===== src/rtl/ukf_result_packer.sv =====
// Output packer for the UKF core: gathers 32-bit diagonal and lane results
// into 128-bit words for the output FIFO, with backpressure to the core.
module ukf_result_packer #(
    parameter int DATA_W = 32,
    parameter int LANES  = 4
) (
    input  logic                      clock,
    input  logic                      reset,
    input  logic                      start,
    input  logic                      finish,
    input  logic [3:0]                parallel_units,
    input  logic [DATA_W-1:0]         diag_out,
    input  logic                      diag_available,
    input  logic [DATA_W-1:0]         lower1_out,
    input  logic [DATA_W-1:0]         lower2_out,
    input  logic [DATA_W-1:0]         lower3_out,
    input  logic [DATA_W-1:0]         lower4_out,
    input  logic                      lower1_available,
    input  logic                      lower2_available,
    input  logic                      lower3_available,
    input  logic                      lower4_available,
    input  logic                      wr_full,
    output logic                      wr_en,
    output logic [LANES*DATA_W-1:0]   wr_data,
    output logic                      wr_tag,
    output logic                      stop_pipeline,
    output logic                      overflow,
    output logic                      done
);

    localparam int W = LANES * DATA_W;

    localparam logic [1:0] S_IDLE  = 2'd0;
    localparam logic [1:0] S_RUN   = 2'd1;
    localparam logic [1:0] S_FLUSH = 2'd2;
    localparam logic [1:0] S_DONE  = 2'd3;

    logic [1:0]                   state_q, state_d;
    logic [LANES-1:0]             act_q, act_d;
    logic [LANES-1:0][DATA_W-1:0] lreg_q, lreg_d;
    logic [LANES-1:0]             lv_q, lv_d;
    logic [W-1:0]                 dreg_q, dreg_d;
    logic [1:0]                   dcnt_q, dcnt_d;
    logic                         dfull_q, dfull_d;
    logic [W-1:0]                 lo_hold_q, lo_hold_d;
    logic [W-1:0]                 dg_hold_q, dg_hold_d;
    logic                         lo_v_q, lo_v_d;
    logic                         dg_v_q, dg_v_d;
    logic                         wr_en_q, wr_en_d;
    logic [W-1:0]                 wr_data_q, wr_data_d;
    logic                         wr_tag_q, wr_tag_d;
    logic                         ovf_q, ovf_d;

    logic [LANES-1:0][DATA_W-1:0] lin;
    logic [LANES-1:0]             lav;
    logic [LANES-1:0]             lstb, new_bits, dup_bits;
    logic                         run, flush, start_run;
    logic                         pop_dg, pop_lo, lo_free, dg_free;
    logic                         row_full, lo_xfer, dg_xfer;
    logic                         ovf_lo, ovf_dg, ovf_fl;
    logic [W-1:0]                 row_word, dg_word, dfill;
    logic [LANES-1:0]             act_dec;

    assign lin = {lower4_out, lower3_out, lower2_out, lower1_out};
    assign lav = {lower4_available, lower3_available,
                  lower2_available, lower1_available};

    assign run       = (state_q == S_RUN);
    assign flush     = (state_q == S_FLUSH);
    assign start_run = (state_q == S_IDLE) && start;

    // Diagonal word wins the FIFO port; a popped holder is free the same edge
    assign pop_dg  = !wr_full && dg_v_q;
    assign pop_lo  = !wr_full && lo_v_q && !dg_v_q;
    assign lo_free = !lo_v_q || pop_lo;
    assign dg_free = !dg_v_q || pop_dg;

    assign lstb     = lav & act_q & {LANES{run}};
    assign new_bits = lstb & ~lv_q;
    assign dup_bits = lstb & lv_q;
    assign row_full = run && (((lv_q | lstb) & act_q) == act_q);
    assign lo_xfer  = (row_full || (flush && (|lv_q))) && lo_free;
    assign ovf_lo   = row_full && !lo_free && (|dup_bits);
    assign ovf_fl   = flush && (diag_available || (|(lav & act_q)));

    // Out-of-range lane counts fall back to all lanes
    always_comb begin
        act_dec = '1;
        case (parallel_units)
            4'd1:    act_dec = 4'b0001;
            4'd2:    act_dec = 4'b0011;
            4'd3:    act_dec = 4'b0111;
            default: act_dec = 4'b1111;
        endcase
    end

    // Row image: stored lanes, lanes completing this cycle, zero elsewhere
    always_comb begin
        row_word = '0;
        for (int k = 0; k < LANES; k++) begin
            if (lv_q[k])
                row_word[k*DATA_W +: DATA_W] = lreg_q[k];
            else if (new_bits[k])
                row_word[k*DATA_W +: DATA_W] = lin[k];
        end
    end

    // Lower collector: same-cycle repeats on a transferring row start the next row
    always_comb begin
        lv_d   = lv_q;
        lreg_d = lreg_q;
        if (lo_xfer) begin
            lv_d = dup_bits;
            for (int k = 0; k < LANES; k++)
                if (dup_bits[k]) lreg_d[k] = lin[k];
        end else begin
            lv_d = lv_q | lstb;
            for (int k = 0; k < LANES; k++)
                if (new_bits[k] || (dup_bits[k] && !row_full))
                    lreg_d[k] = lin[k];
        end
        if (start_run) lv_d = '0;
    end

    // Diagonal collector: fill slots in order, park a full word if dg_hold is busy
    always_comb begin
        dreg_d  = dreg_q;
        dcnt_d  = dcnt_q;
        dfull_d = dfull_q;
        dg_xfer = 1'b0;
        dg_word = dreg_q;
        ovf_dg  = 1'b0;
        dfill   = dreg_q;
        dfill[dcnt_q*DATA_W +: DATA_W] = diag_out;
        if (run) begin
            if (dfull_q) begin
                if (dg_free) begin
                    dg_xfer = 1'b1;
                    dfull_d = 1'b0;
                    dreg_d  = '0;
                    dcnt_d  = 2'd0;
                    if (diag_available) begin
                        dreg_d[DATA_W-1:0] = diag_out;
                        dcnt_d = 2'd1;
                    end
                end else if (diag_available) begin
                    ovf_dg = 1'b1;
                end
            end else if (diag_available) begin
                if (dcnt_q == 2'd3) begin
                    dcnt_d = 2'd0;
                    if (dg_free) begin
                        dg_xfer = 1'b1;
                        dg_word = dfill;
                        dreg_d  = '0;
                    end else begin
                        dreg_d  = dfill;
                        dfull_d = 1'b1;
                    end
                end else begin
                    dreg_d = dfill;
                    dcnt_d = dcnt_q + 2'd1;
                end
            end
        end else if (flush) begin
            if ((dfull_q || (dcnt_q != 2'd0)) && dg_free) begin
                dg_xfer = 1'b1;
                dreg_d  = '0;
                dcnt_d  = 2'd0;
                dfull_d = 1'b0;
            end
        end
        if (start_run) begin
            dreg_d  = '0;
            dcnt_d  = 2'd0;
            dfull_d = 1'b0;
        end
    end

    // Holding registers and registered FIFO write port
    always_comb begin
        lo_v_d    = lo_xfer || (lo_v_q && !pop_lo);
        lo_hold_d = lo_xfer ? row_word : lo_hold_q;
        dg_v_d    = dg_xfer || (dg_v_q && !pop_dg);
        dg_hold_d = dg_xfer ? dg_word : dg_hold_q;
        if (start_run) begin
            lo_v_d = 1'b0;
            dg_v_d = 1'b0;
        end
        wr_en_d   = pop_dg || pop_lo;
        wr_data_d = pop_dg ? dg_hold_q : (pop_lo ? lo_hold_q : wr_data_q);
        wr_tag_d  = pop_dg ? 1'b1 : (pop_lo ? 1'b0 : wr_tag_q);
        ovf_d     = start_run ? 1'b0 : (ovf_q || ovf_lo || ovf_dg || ovf_fl);
        act_d     = start_run ? act_dec : act_q;
    end

    // Sequencer: run, drain partial words, then pulse done for one cycle
    always_comb begin
        state_d = state_q;
        case (state_q)
            S_IDLE:  if (start) state_d = S_RUN;
            S_RUN:   if (finish) state_d = S_FLUSH;
            S_FLUSH: if (!lo_v_q && !dg_v_q && (lv_q == '0) &&
                         (dcnt_q == 2'd0) && !dfull_q)
                         state_d = S_DONE;
            default: state_d = S_IDLE;
        endcase
    end

    // State registers; reset discards any partial data
    always_ff @(posedge clock or negedge reset) begin
        if (!reset) begin
            state_q   <= S_IDLE;
            act_q     <= '1;
            lreg_q    <= '0;
            lv_q      <= '0;
            dreg_q    <= '0;
            dcnt_q    <= 2'd0;
            dfull_q   <= 1'b0;
            lo_hold_q <= '0;
            dg_hold_q <= '0;
            lo_v_q    <= 1'b0;
            dg_v_q    <= 1'b0;
            wr_en_q   <= 1'b0;
            wr_data_q <= '0;
            wr_tag_q  <= 1'b0;
            ovf_q     <= 1'b0;
        end else begin
            state_q   <= state_d;
            act_q     <= act_d;
            lreg_q    <= lreg_d;
            lv_q      <= lv_d;
            dreg_q    <= dreg_d;
            dcnt_q    <= dcnt_d;
            dfull_q   <= dfull_d;
            lo_hold_q <= lo_hold_d;
            dg_hold_q <= dg_hold_d;
            lo_v_q    <= lo_v_d;
            dg_v_q    <= dg_v_d;
            wr_en_q   <= wr_en_d;
            wr_data_q <= wr_data_d;
            wr_tag_q  <= wr_tag_d;
            ovf_q     <= ovf_d;
        end
    end

    assign wr_en         = wr_en_q;
    assign wr_data       = wr_data_q;
    assign wr_tag        = wr_tag_q;
    assign overflow      = ovf_q;
    assign done          = (state_q == S_DONE);
    assign stop_pipeline = wr_full && (lo_v_q || dg_v_q);

endmodule


===== config.mk =====
export PLATFORM = sky130hd
export DESIGN_NAME = ukf_result_packer
export DESIGN_NICKNAME = d
export VERILOG_FILES = /design/src/rtl/ukf_result_packer.sv
export SDC_FILE = /design/constraint.sdc
export NUM_CORES = 1
export LEC_CHECK = 0
export BUFFER_PORTS_ARGS = -buffer_cell sky130_fd_sc_hd__buf_2
export CAP_MARGIN = 30
export CORE_MARGIN = 2
export CORE_UTILIZATION = 61
export CTS_BUF_LIST = sky130_fd_sc_hd__clkbuf_4 sky130_fd_sc_hd__clkbuf_8
export DETAILED_ROUTE_END_ITERATION = 10
export GPL_TIMING_DRIVEN = 0
export PLACE_DENSITY = 0.86
export SLEW_MARGIN = 40
export SYNTH_ARGS = -nofsm -noshare
export SYNTH_HDL_FRONTEND = slang
export SYNTH_SLANG_ARGS = --single-unit

===== constraint.sdc =====
create_clock -name clock -period 2.9 [get_ports clock]
set_input_delay 0.29 -clock clock [delete_from_list [all_inputs] [get_ports clock]]
set_output_delay 0.29 -clock clock [all_outputs]
set_load 0.005 [all_outputs]

* Word level (Yosys, flattened, before mapping)
Index checks and enable logic that the tools add are counted.
Cells by class: reductions and logical operators 67, shift operators 2, bitwise gates (word level) 7, equal/unequal tests 17, $add $sub $neg 2, multiplexer cells 75
Operators by type and width (count):
- 128-bit two-way mux | 17
- 32-bit two-way mux | 17
- 128-bit bitwise mux | 1
- 32-bit by 34-bit variable shift with 128-bit output, first input constant | 1
- 32-bit by 34-bit indexed part select with 128-bit output | 1
- 7-bit negation with 34-bit output | 1
- 1-bit two-way mux | 25
- 1-bit logical AND | 22
- 2-bit two-way mux | 11
- 4-bit AND | 5
- 1-bit logical OR | 16
- 2-bit inequality test, second input constant | 6
- 4-bit one-hot mux with 3 select lines | 1
- 2-bit nonzero test | 6
- 4-bit OR reduction | 3
- 2-bit AND reduction | 5
- 4-bit by 2-bit == test with 1-bit output, second input constant | 2
- 1-bit zero test | 8
- 4-bit two-way mux | 2
- 2-bit == test, second input constant | 3
- 2-bit one-hot mux with 3 select lines | 1
- 3-bit nonzero test | 2
- 4-bit by 1-bit == test with 1-bit output, second input constant | 1
- 4-bit == test | 1
- other kinds (11) | 12
Word-level totals: output and inout bits 133, flip-flop bits (word level) 658, bits of input ports 174, logic and storage cells 188

* Longest topological paths before layout
Gate-level depths: netlist of the first run.
depth in word-level cells 12, depth in mapped cells 12, mapped depth without buffers 8

* Worst setup path before layout of the first run
Ideal clock, no wire load.
path type register -> register, start point register state_q[1], end point register lreg_q[10] in the netlist's numbering, buffers on the path 2, clock period less this slack 2.416 ns, arrival time 2.291 ns, setup time 0.125 ns, cell stages (with the launch flop) 11, data required time 2.775 ns, slack 0.484 ns, cell sequence dfrtp_1 inv_1 ha_1 buf_2 nand2_1 and3_1 o31ai_2 nand2_2 o2111ai_4 buf_6 mux2_2
Between the ends: cells in the longest elaborated chain, start to end 11, elaborated cells on any way between the ends 19, those cells by class eq/ne: 4; mux: 1; bitwise: 5; reduce/logical: 9
Ends and longest elaborated chain:
- from (decl) | RTL line 38 | logic [1:0] state_q, state_d;
- from (signal assigned) | RTL line 229 | state_q <= state_d;
- 2-bit by 1-bit == test with 1-bit output | RTL line 68 | assign run = (state_q == S_RUN);
- 4-bit AND | RTL line 78 | assign lstb = lav & act_q & {LANES{run}};
- 4-bit bitwise OR | RTL line 81 | assign row_full = run && (((lv_q | lstb) & act_q) == act_q);
- 4-bit AND | RTL line 81
- 4-bit == test | RTL line 81
- 1-bit logical AND | RTL line 81
- 1-bit zero test | RTL line 119 | if (new_bits[k] || (dup_bits[k] && !row_full))
- 1-bit logical AND | RTL line 119
- 1-bit logical OR | RTL line 119
- 2-bit nonzero test (no source line)
- 2-bit AND reduction (no source line)
- to (signal assigned) | RTL line 231 | lreg_q <= lreg_d;
- to (decl) | RTL line 40 | logic [LANES-1:0][DATA_W-1:0] lreg_q, lreg_d;
Several ways; a longest one is shown, not always the timed one. A chain may end at the register's enable or synchronous reset.

* Final worst setup path of the first run
start point register state_q[1], end point register lo_hold_q[124]
Between the ends: cells in the longest elaborated chain, start to end 8, elaborated cells on any way between the ends 13, those cells by class eq/ne: 3; mux: 2; bitwise: 4; reduce/logical: 4
Ends and longest elaborated chain:
- 2-bit by 1-bit == test with 1-bit output | RTL line 68
- 4-bit AND | RTL line 78
- 4-bit bitwise OR | RTL line 81
- 4-bit AND | RTL line 81
- 4-bit == test | RTL line 81
- 1-bit logical AND | RTL line 81
- 1-bit logical OR | RTL line 82 | assign lo_xfer = (row_full || (flush && (|lv_q))) && lo_free;
- 1-bit logical AND | RTL line 82
- to (signal assigned) | RTL line 236 | lo_hold_q <= lo_hold_d;
- to (decl) | RTL line 45 | logic [W-1:0] lo_hold_q, lo_hold_d;
Several ways; a longest one is shown, not always the timed one.

==> run summary, run 1 <==
The first global-routing pass estimated 143600 um of wire. The number of cells on the worst reg-to-reg path is 11. The number of violations of the max-capacitance limit is 0. The number of detailed-route iterations in the first pass is 8.

Power spread over the standard cell area amounts to 1123 mW/mm^2. The global-route total usage across every layer came out at 39.00%. The final count of negative-setup-slack endpoints is 0.

The half-perimeter wire length after placement came out at 60500 um. The post-synthesis net count came out at 2932. Sequential elements use 57.71% of the synthesized area. The clock latency at the later pin of the worst-skew pair came out at 720 ps.

The critical path startpoint category is a flop. The die height is 220.1 um. The critical path start-end classification is flop to flop. The residual antenna-violating net count after detailed routing is 0. The count of buffers inserted at the top-level ports came out at 272. The final RePlAce weighted congestion is 0.9318. The number of register bits inferred by synthesis is 657. The cell type with the highest aggregate area in the netlist is sky130_fd_sc_hd__dfrtp_1. Yosys attributes the largest share of cell area to sky130_fd_sc_hd__dfrtp_1, sky130_fd_sc_hd__a22oi_1, sky130_fd_sc_hd__nor2_1. The die area came out at 0.04846 sq mm. The pin count of the biggest net entering global routing came out at 110. In this run the worst path has a maximum fanout of 10. Overall power consumption after layout is estimated at 39310 uW.

The die is 220.1 um wide. The routed length per instance came out at 23.96 um. The area share of the largest cell type after synthesis is 57.43%. The number of slew-limit violations in the final report is 0.

The measured slew at the worst slew-check pin came out at 940.9 ps. Setup repair after global routing could not meet its margin everywhere. The summed instance area of the synthesized netlist is 0.02850 sq mm. The clock input transition at the sequential cells of the worst setup and hold paths came out at 70 ps. The total CTS buffers is 105. Clock skew on the completed layout was measured at 31.36 ps.

Timing analysis after detailed placement gives a worst setup slack of -361.9 ps. Dividing the final minimum period by the clock period gives 99.92%. The average vias per placed instance is 6.488. The starting density of the core came out at 61.47%.

The mean area per synthesized cell came out at 10.37 sq um. Pin placement for this block handled 307 I/O pins. The clock sink count came out at 657.

The fraction of final layout cells with drive strength greater than 1 is 22.12%. The minimum setup slack in the final design is 2.429 ps. The via count of the first global-routing pass came out at 25.61k.

Counting flops with a built-in enable in the synthesized netlist gives 0. In this run the worst hold path is classified as input pin to flop. TritonCTS built the clock tree. The total core area came out at 0.04636 sq mm.

The instance area at placement came out at 0.03084 sq mm. The final hold violation count came out at 0. The async set-or-reset flop fraction in the synthesized netlist came out at 100.0%. In this run the core area contains 79 standard-cell rows. The timing-limited maximum frequency is 345.1 MHz. The total wirelength of the detailed-routed design came out at 95100 um.

The flip-flop cell with the highest count after synthesis is sky130_fd_sc_hd__dfrtp_1. In this run the clock root is driven by a sky130_fd_sc_hd__clkbuf_8. The endpoint arrival time on the critical path came out at 3460 ps. The post-route minimum period is 2898 ps.

The via count of the routed design is 25.75k. The synthesis warning total is 0. The required time of the critical path came out at 3470 ps. The clock passes through at most 3 buffers. The post-layout net count came out at 3458. The post-synthesis instance total came out at 2747. The finished cells cover 0.03502 sq mm.

The run finished with clean final reports. The cell depth of the worst hold path is 4. The number of antenna violations at the first check in global routing came out at 8. Headroom to the max-slew limit came out at 37.27%.

The worst-case IR drop observed on VDD is 0.0007309 V. Once layout is complete, the utilization of the core stands at 75.54%. The area overhead of the layout relative to synthesis is 22.89%.

STA classifies the critical path endpoint as a flop. For this block, the initial DRC count from the detailed router was 3182. For this run, design rule violations remaining after detail routing come to 0. The aggregate global routing overflow is 0. The count of distinct cell types in the synthesized netlist is 50.

CTS built an H-tree with a depth of 3. For this design the static power due to leakage is 0.01588 uW.
[final cells by class]
cell class,instances,area [sq um]
flip-flops and latches,657,16450
plain buffers,268,1249
clock buffers,168,2137
diodes,7,17.52
well taps,607,759.5
multi-input cells,1778,11050
fillers,2901,11340
inverters,43,161.4
clock inverters,21,201.4
repair buffers,420,3003
[worst max-delay path: stages (launching register included)]
cell and delay (ps):
sky130_fd_sc_hd__dfrtp_1 420, sky130_fd_sc_hd__inv_1 110, sky130_fd_sc_hd__ha_1 140, sky130_fd_sc_hd__clkbuf_4 180, sky130_fd_sc_hd__nand2_1 70, sky130_fd_sc_hd__and3_1 230
sky130_fd_sc_hd__o31ai_4 400, sky130_fd_sc_hd__nand2_4 190, sky130_fd_sc_hd__clkbuf_8 280, sky130_fd_sc_hd__buf_2 270, sky130_fd_sc_hd__a221oi_1 350, sky130_fd_sc_hd__nor2_1 80
[Yosys cell counts, types with 2 or more instances]
library cell and count:
sky130_fd_sc_hd__nand2b_1 3, sky130_fd_sc_hd__and3_1 6, sky130_fd_sc_hd__mux2_2 58, sky130_fd_sc_hd__a22oi_1 258, sky130_fd_sc_hd__a31oi_4 2, sky130_fd_sc_hd__nand3_1 7
sky130_fd_sc_hd__mux2_4 60, sky130_fd_sc_hd__a41oi_1 2, sky130_fd_sc_hd__dfrtp_1 654, sky130_fd_sc_hd__dfstp_2 3, sky130_fd_sc_hd__a221oi_1 97, sky130_fd_sc_hd__a22o_1 96
sky130_fd_sc_hd__a21o_1 3, sky130_fd_sc_hd__inv_1 43, sky130_fd_sc_hd__o31ai_1 19, sky130_fd_sc_hd__mux2_1 10, sky130_fd_sc_hd__clkbuf_1 232, sky130_fd_sc_hd__a211oi_1 2
sky130_fd_sc_hd__buf_1 10, sky130_fd_sc_hd__a21oi_1 214, sky130_fd_sc_hd__buf_6 9, sky130_fd_sc_hd__and2_1 9, sky130_fd_sc_hd__nor2b_1 4, sky130_fd_sc_hd__nor2_1 371
sky130_fd_sc_hd__buf_2 14, sky130_fd_sc_hd__nand2_1 280, sky130_fd_sc_hd__o21ai_0 242, sky130_fd_sc_hd__buf_4 4, sky130_fd_sc_hd__nor3_1 4, sky130_fd_sc_hd__ha_1 11
[through the flow]
stage	hold WS, ps	setup TNS [ps]	cells
3_5_place_dp	102.7	-49160	3633
6_report	34.37	0	3969
2_1_floorplan	-5.591	0	2747
5_1_grt	58.51	-319.8	3963
3_3_place_gp	459.5	-7491830	3626
4_1_cts	8.936	0	3958
[placed cells by master (no fill, tap or decap), types with 8 or more instances in the layout]
master                          Yosys  layout
sky130_fd_sc_hd__a221oi_1          97      62
sky130_fd_sc_hd__dfrtp_1          654     653
sky130_fd_sc_hd__clkbuf_2           0      61
sky130_fd_sc_hd__a22oi_1          258     258
sky130_fd_sc_hd__mux2_2            58      58
sky130_fd_sc_hd__buf_1             10       8
sky130_fd_sc_hd__mux2_1            10      10
sky130_fd_sc_hd__o21ai_0          242     242
sky130_fd_sc_hd__inv_1             43      43
sky130_fd_sc_hd__mux2_4            60      60
sky130_fd_sc_hd__clkinv_2           0      14
sky130_fd_sc_hd__buf_4              4       8
sky130_fd_sc_hd__a221oi_2           0      35
sky130_fd_sc_hd__buf_2             14     286
sky130_fd_sc_hd__nor2_1           371     365
sky130_fd_sc_hd__buf_6              9       8
sky130_fd_sc_hd__clkbuf_8           0     141
sky130_fd_sc_hd__a22o_1            96      96
sky130_fd_sc_hd__ha_1              11      11
sky130_fd_sc_hd__a21oi_1          214     214
sky130_fd_sc_hd__dlygate4sd3_1      0     135
sky130_fd_sc_hd__clkbuf_1         232     165
sky130_fd_sc_hd__and2_1             9       8
sky130_fd_sc_hd__o31ai_1           19      19
sky130_fd_sc_hd__nand2_1          280     280
sky130_fd_sc_hd__clkbuf_4           0      29
[power by group]
| group | switching (uW) | internal (uW) |
|---|---|---|
| sequential | 2510 | 12900 |
| combinational | 9340 | 5810 |
| clock | 3850 | 4930 |
| total | 15700 | 23600 |
[kinds of logic after synthesis]
kind of cell / after synthesis / share of synthesized area (%)
AND/OR/NAND/NOR: 690 / 9.405
multiplexers: 129 / 5.884
XOR/XNOR: 1 / 0.03074
buffers and inverters: 312 / 4.461
AO/OA/AOI/OAI: 946 / 21.99
flip-flops: 657 / 57.71
adder cells (fa/ha/maj): 12 / 0.5181
[final timing paths]
| kind | slack, ps | end | startpoint |
|---|---|---|---|
| worst max-delay path | 2 | lo_hold_q[124]$_DFFE_PN0P_ | state_q[1]$_DFFE_PN0P_ |
| worst min-delay path | 30 | state_q[0]$_DFFE_PN0P_ | start |
| worst max register to register | 2 | lo_hold_q[124]$_DFFE_PN0P_ | state_q[1]$_DFFE_PN0P_ |
| worst min register to register | 480 | wr_data[2]$_DFFE_PN0P_ | wr_data[2]$_DFFE_PN0P_ |
| max in group asynchronous | 1300 | lo_hold_q[63]$_DFFE_PN0P_ | reset |
| min in group asynchronous | 240 | wr_data[6]$_DFFE_PN0P_ | reset |
[sequential cells by signal, summed over array words and instances, names as in the netlist, 3 cells and up]
name and cells:
lo_hold_q 128, dg_hold_q 128, wr_data 128, lv_q 4, lreg_q 128, act_q 3
dreg_q 128
[per-layer routing]
metal / up-vias / global-route usage (%) / routed length, um
met5: - / 0 / 70
met4: 10 / 22.13 / 5843
met3: 389 / 9.897 / 9579
met2: 1729 / 60.83 / 44050
met1: 12740 / 50.12 / 35560
li1: 10880 / - / -
[what timing repair did]
item                                   4_1_cts  5_1_grt
pin swaps                                    2        3
endpoints found under the hold margin      474        0
gates resized for setup                     41      107
hold buffers                               135        0
setup endpoints to repair                  339      427
buffers inserted                             1        5
gates cloned                                 0        0
(Power assumes the default switching activity.)
==> inputs of run 2 (changes only) <==
--- a/config.mk
+++ b/config.mk
@@ -12,7 +12,7 @@
 export CTS_BUF_LIST = sky130_fd_sc_hd__clkbuf_4 sky130_fd_sc_hd__clkbuf_8
 export DETAILED_ROUTE_END_ITERATION = 10
 export GPL_TIMING_DRIVEN = 0
-export PLACE_DENSITY = 0.86
+export PLACE_DENSITY_LB_ADDON = 0.25
 export SLEW_MARGIN = 40
 export SYNTH_ARGS = -nofsm -noshare
 export SYNTH_HDL_FRONTEND = slang
==> run 2 against run 1 <==
Effect of this change: setup slack better by 62 ps; critical path depth stayed put; utilization shrank 0.34 points; clock skew grew 3.8 ps; die area stayed put; clock power down 5.5%; sequential cell count unchanged; design area decreased by 0.45%; sequential share of layout area increased by 0.21 points; cell count shrank 0.10%; maximum frequency grew 2.2%; combinational power is 3% lower; critical endpoint is now lo_hold_q[117]$_DFFE_PN0P_.
==> run summary, run 2 (synthesis results as in run 1) <==
The remaining max-slew budget at the tightest pin came to 31.19% (was 37.27%). The count of buffers inserted at the top-level ports is 272 (unchanged). The final hold violation count came out at 0 (unchanged). The global-route total usage across every layer is 36.90% (was 39.00%).

The clock latency at the later pin of the worst-skew pair is 730 ps (was 720 ps). The clock group share of total power came out at 21.6% (was 22.3%). The post-layout net count came to 3458 (unchanged).

The number of top-level design ports came out at 307 (unchanged). The post-route minimum period is 2836 ps (was 2898 ps). The endpoint arrival time on the critical path is 3410 ps (was 3460 ps). Setup repair after global routing missed its margin: no (was yes). The area of all placed cells without fillers came to 0.03486 sq mm (was 0.03502 sq mm). The initial detailed-routing violation count is 2593 (was 3182). The number of detailed-route iterations in the first pass is 8 (unchanged). The timing-limited maximum frequency came out at 352.7 MHz (was 345.1 MHz). The critical path start-end classification is flop to flop (unchanged). Status: finished, final reports clean (unchanged). The static leakage came out at 0.01579 uW (was 0.01588 uW).

The power dissipated by switching net loads came out at 15090 uW (was 15700 uW). The die area came out at 0.04846 sq mm (unchanged). Commonest cells after routing, fill and taps aside: sky130_fd_sc_hd__dfrtp_1, sky130_fd_sc_hd__nor2_1, sky130_fd_sc_hd__buf_2 (unchanged).

The final count of negative-setup-slack endpoints came out at 0 (unchanged). The global-route wire length before repair was 136200 um (was 143600 um). The die height was 220.1 um (unchanged). The clock sink count was 657 (unchanged). The final RePlAce weighted congestion came to 0.9326 (was 0.9318). The most common library cell in the layout ignoring fill and taps is sky130_fd_sc_hd__dfrtp_1 (unchanged). The half-perimeter wire length after placement is 60250 um (was 60500 um).

The critical path capture point type was a flop (unchanged). The fraction of final layout cells with drive strength greater than 1 came out at 22.05% (was 22.12%). The internal power consumption is 23300 uW (was 23620 uW). The critical path startpoint category is a flop (unchanged).

The part of the total power dissipated in combinational logic came out at 38.6% (was 38.5%). The amount of wire on met3 after detailed routing was 8274 um (was 9579 um). The post-detailed-route DRC marker count came out at 0 (unchanged). The total core area is 0.04636 sq mm (unchanged). The via count of the first global-routing pass came out at 24.39k (was 25.61k). The largest fanout on the critical path is 10 (unchanged). The required time of the critical path came to 3470 ps (about the same).

The measured slew at the worst slew-check pin is 1032 ps (was 940.9 ps). The starting density of the core was 61.47% (unchanged). The number of fill cells in the layout was 3071 (was 2901). The level count of the clock H-tree is 3 (unchanged).

The share of the clock period used by the worst path is 97.78% (was 99.92%). The CTS root buffer is sky130_fd_sc_hd__clkbuf_8 (unchanged). The number of slew-limit violations in the final report came to 0 (unchanged). The setup skew after layout came to 35.20 ps (was 31.36 ps). The peak supply drop is 0.0005701 V (was 0.0007309 V). The final design utilization is 75.20% (was 75.54%). The number of antenna violations at the first check in global routing is 10 (was 8). The uppermost signal routing layer after detailed routing was met5 (unchanged). The number of rows created at floorplan came out at 79 (unchanged). The number of violations of the max-capacitance limit is 0 (unchanged). The width of the die is 220.1 um (unchanged).

The instance area at placement came out at 0.03082 sq mm (was 0.03084 sq mm). The clock input transition at the sequential cells of the worst setup and hold paths is 60 ps (was 70 ps). The area overhead of the layout relative to synthesis is 22.34% (was 22.89%). The routed length per instance is 22.68 um (was 23.96 um).

The average vias per placed instance came to 6.267 (was 6.488). The net switching fraction of the power came out at 39.31% (was 39.93%). The total power per unit cell area came out at 1101 mW/mm^2 (was 1123 mW/mm^2). The wire length on met1 came to 35020 um (was 35560 um). The CTS tree was done (unchanged). The share of total power in sequential cells is 39.7% (was 39.1%). The pin count of the biggest net entering global routing is 113 (was 110). The maximum root-to-sink buffer count is 3 (unchanged). The total CTS buffers is 104 (was 105). The via count of the routed design is 24.85k (was 25.75k). The aggregate global routing overflow was 0 (unchanged). The residual antenna-violating net count after detailed routing is 0 (unchanged). The met2 layer wire length in the routed design is 41590 um (was 44050 um). The total wirelength of the detailed-routed design was 89940 um (was 95100 um). The class of the most critical hold timing path is input pin to flop (unchanged).
-- run 2: cell count changes in the layout (fill, tap and decap cells not counted), sizes merged --
cell / previous run / this run
clkinv: 15 / 3
bufinv: 3 / 0
clkbuf: 396 / 405
clkinvlp: 1 / 4
diode: 7 / 6
-- run 2: per-stage QoR --
step	setup TNS [ps]	hold WS [ps]	total power [uW]	std cells	setup WS, ps
finish	0	36.64	38390	3965	64.41
detailed placement	-59480	225.3	29020	3632	-386.3
floorplan	0	-5.591	23870	2747	484.3
global placement	-7652020	463.4	28180	3626	-11480
CTS	-401.7	3.773	37620	3953	-31.41
global route	0	58.42	40650	3962	31.32
-- run 2: path summary, 6_finish.rpt --
check | from | to | slack (ps) | cells past startpoint
worst max-delay path | state_q[1]$_DFFE_PN0P_ | lo_hold_q[117]$_DFFE_PN0P_ | 60 | 11
worst min-delay path | parallel_units[0] | act_q[2]$_DFFE_PN1P_ | 40 | 4
min in group asynchronous | reset | lreg_q[10]$_DFFE_PN0P_ | 90 | 2
worst min register to register | wr_data[89]$_DFFE_PN0P_ | wr_data[89]$_DFFE_PN0P_ | 470 | 2
max in group asynchronous | reset | dg_hold_q[79]$_DFFE_PN0P_ | 1030 | 5
worst max register to register | state_q[1]$_DFFE_PN0P_ | lo_hold_q[117]$_DFFE_PN0P_ | 60 | 11
-- run 2: area by class of cell --
class	count	area (sq um)	share of cell area, %
Antenna cell	6	15.01	0.04307
Timing Repair Buffer	423	3005	8.621
Inverter	43	161.4	0.4630
Clock inverter	9	67.56	0.1938
Multi-Input combinational cell	1778	11040	31.68
Clock buffer	176	2135	6.123
Sequential cell	657	16450	47.17
Buffer	266	1230	3.528
Tap cell	607	759.5	2.179
-- run 2: metal layers --
metal  vias to the layer above  GRT usage [%]
met5                         -              0
met4                         8          19.24
met3                       296          8.577
met2                      1325          56.56
met1                     12360          49.63
li1                      10860              -
-- run 2: worst max-delay path, cell delays in order, from the launching register on --
cell and delay, ps:
sky130_fd_sc_hd__dfrtp_1 380, sky130_fd_sc_hd__inv_2 80, sky130_fd_sc_hd__ha_1 150, sky130_fd_sc_hd__clkbuf_4 200, sky130_fd_sc_hd__nand2_1 70, sky130_fd_sc_hd__and3_1 230
sky130_fd_sc_hd__o31ai_4 390, sky130_fd_sc_hd__nand2_4 170, sky130_fd_sc_hd__buf_8 260, sky130_fd_sc_hd__clkbuf_2 250, sky130_fd_sc_hd__a221oi_1 400, sky130_fd_sc_hd__nor2_1 100
-- run 2: timing repair --
| item | in CTS | in global routing |
|---|---|---|
| resized for setup | 29 | 129 |
| pin swaps | 3 | 3 |
| endpoints found under the hold margin | 614 | 0 |
| endpoints found under the setup margin | 462 | 493 |
| setup buffers | 2 | 8 |
| hold buffers | 135 | 0 |
-- run 2: power groups by stage --
| stage | clock [uW] | combinational, uW | sequential (uW) |
|---|---|---|---|
| finish | 8300 | 14800 | 15300 |
| global placement | 0 | 13200 | 15000 |
| detailed placement | 0 | 13900 | 15200 |
| global route | 8800 | 16300 | 15500 |
| floorplan | 0 | 9370 | 14500 |
| CTS | 8360 | 14200 | 15100 |
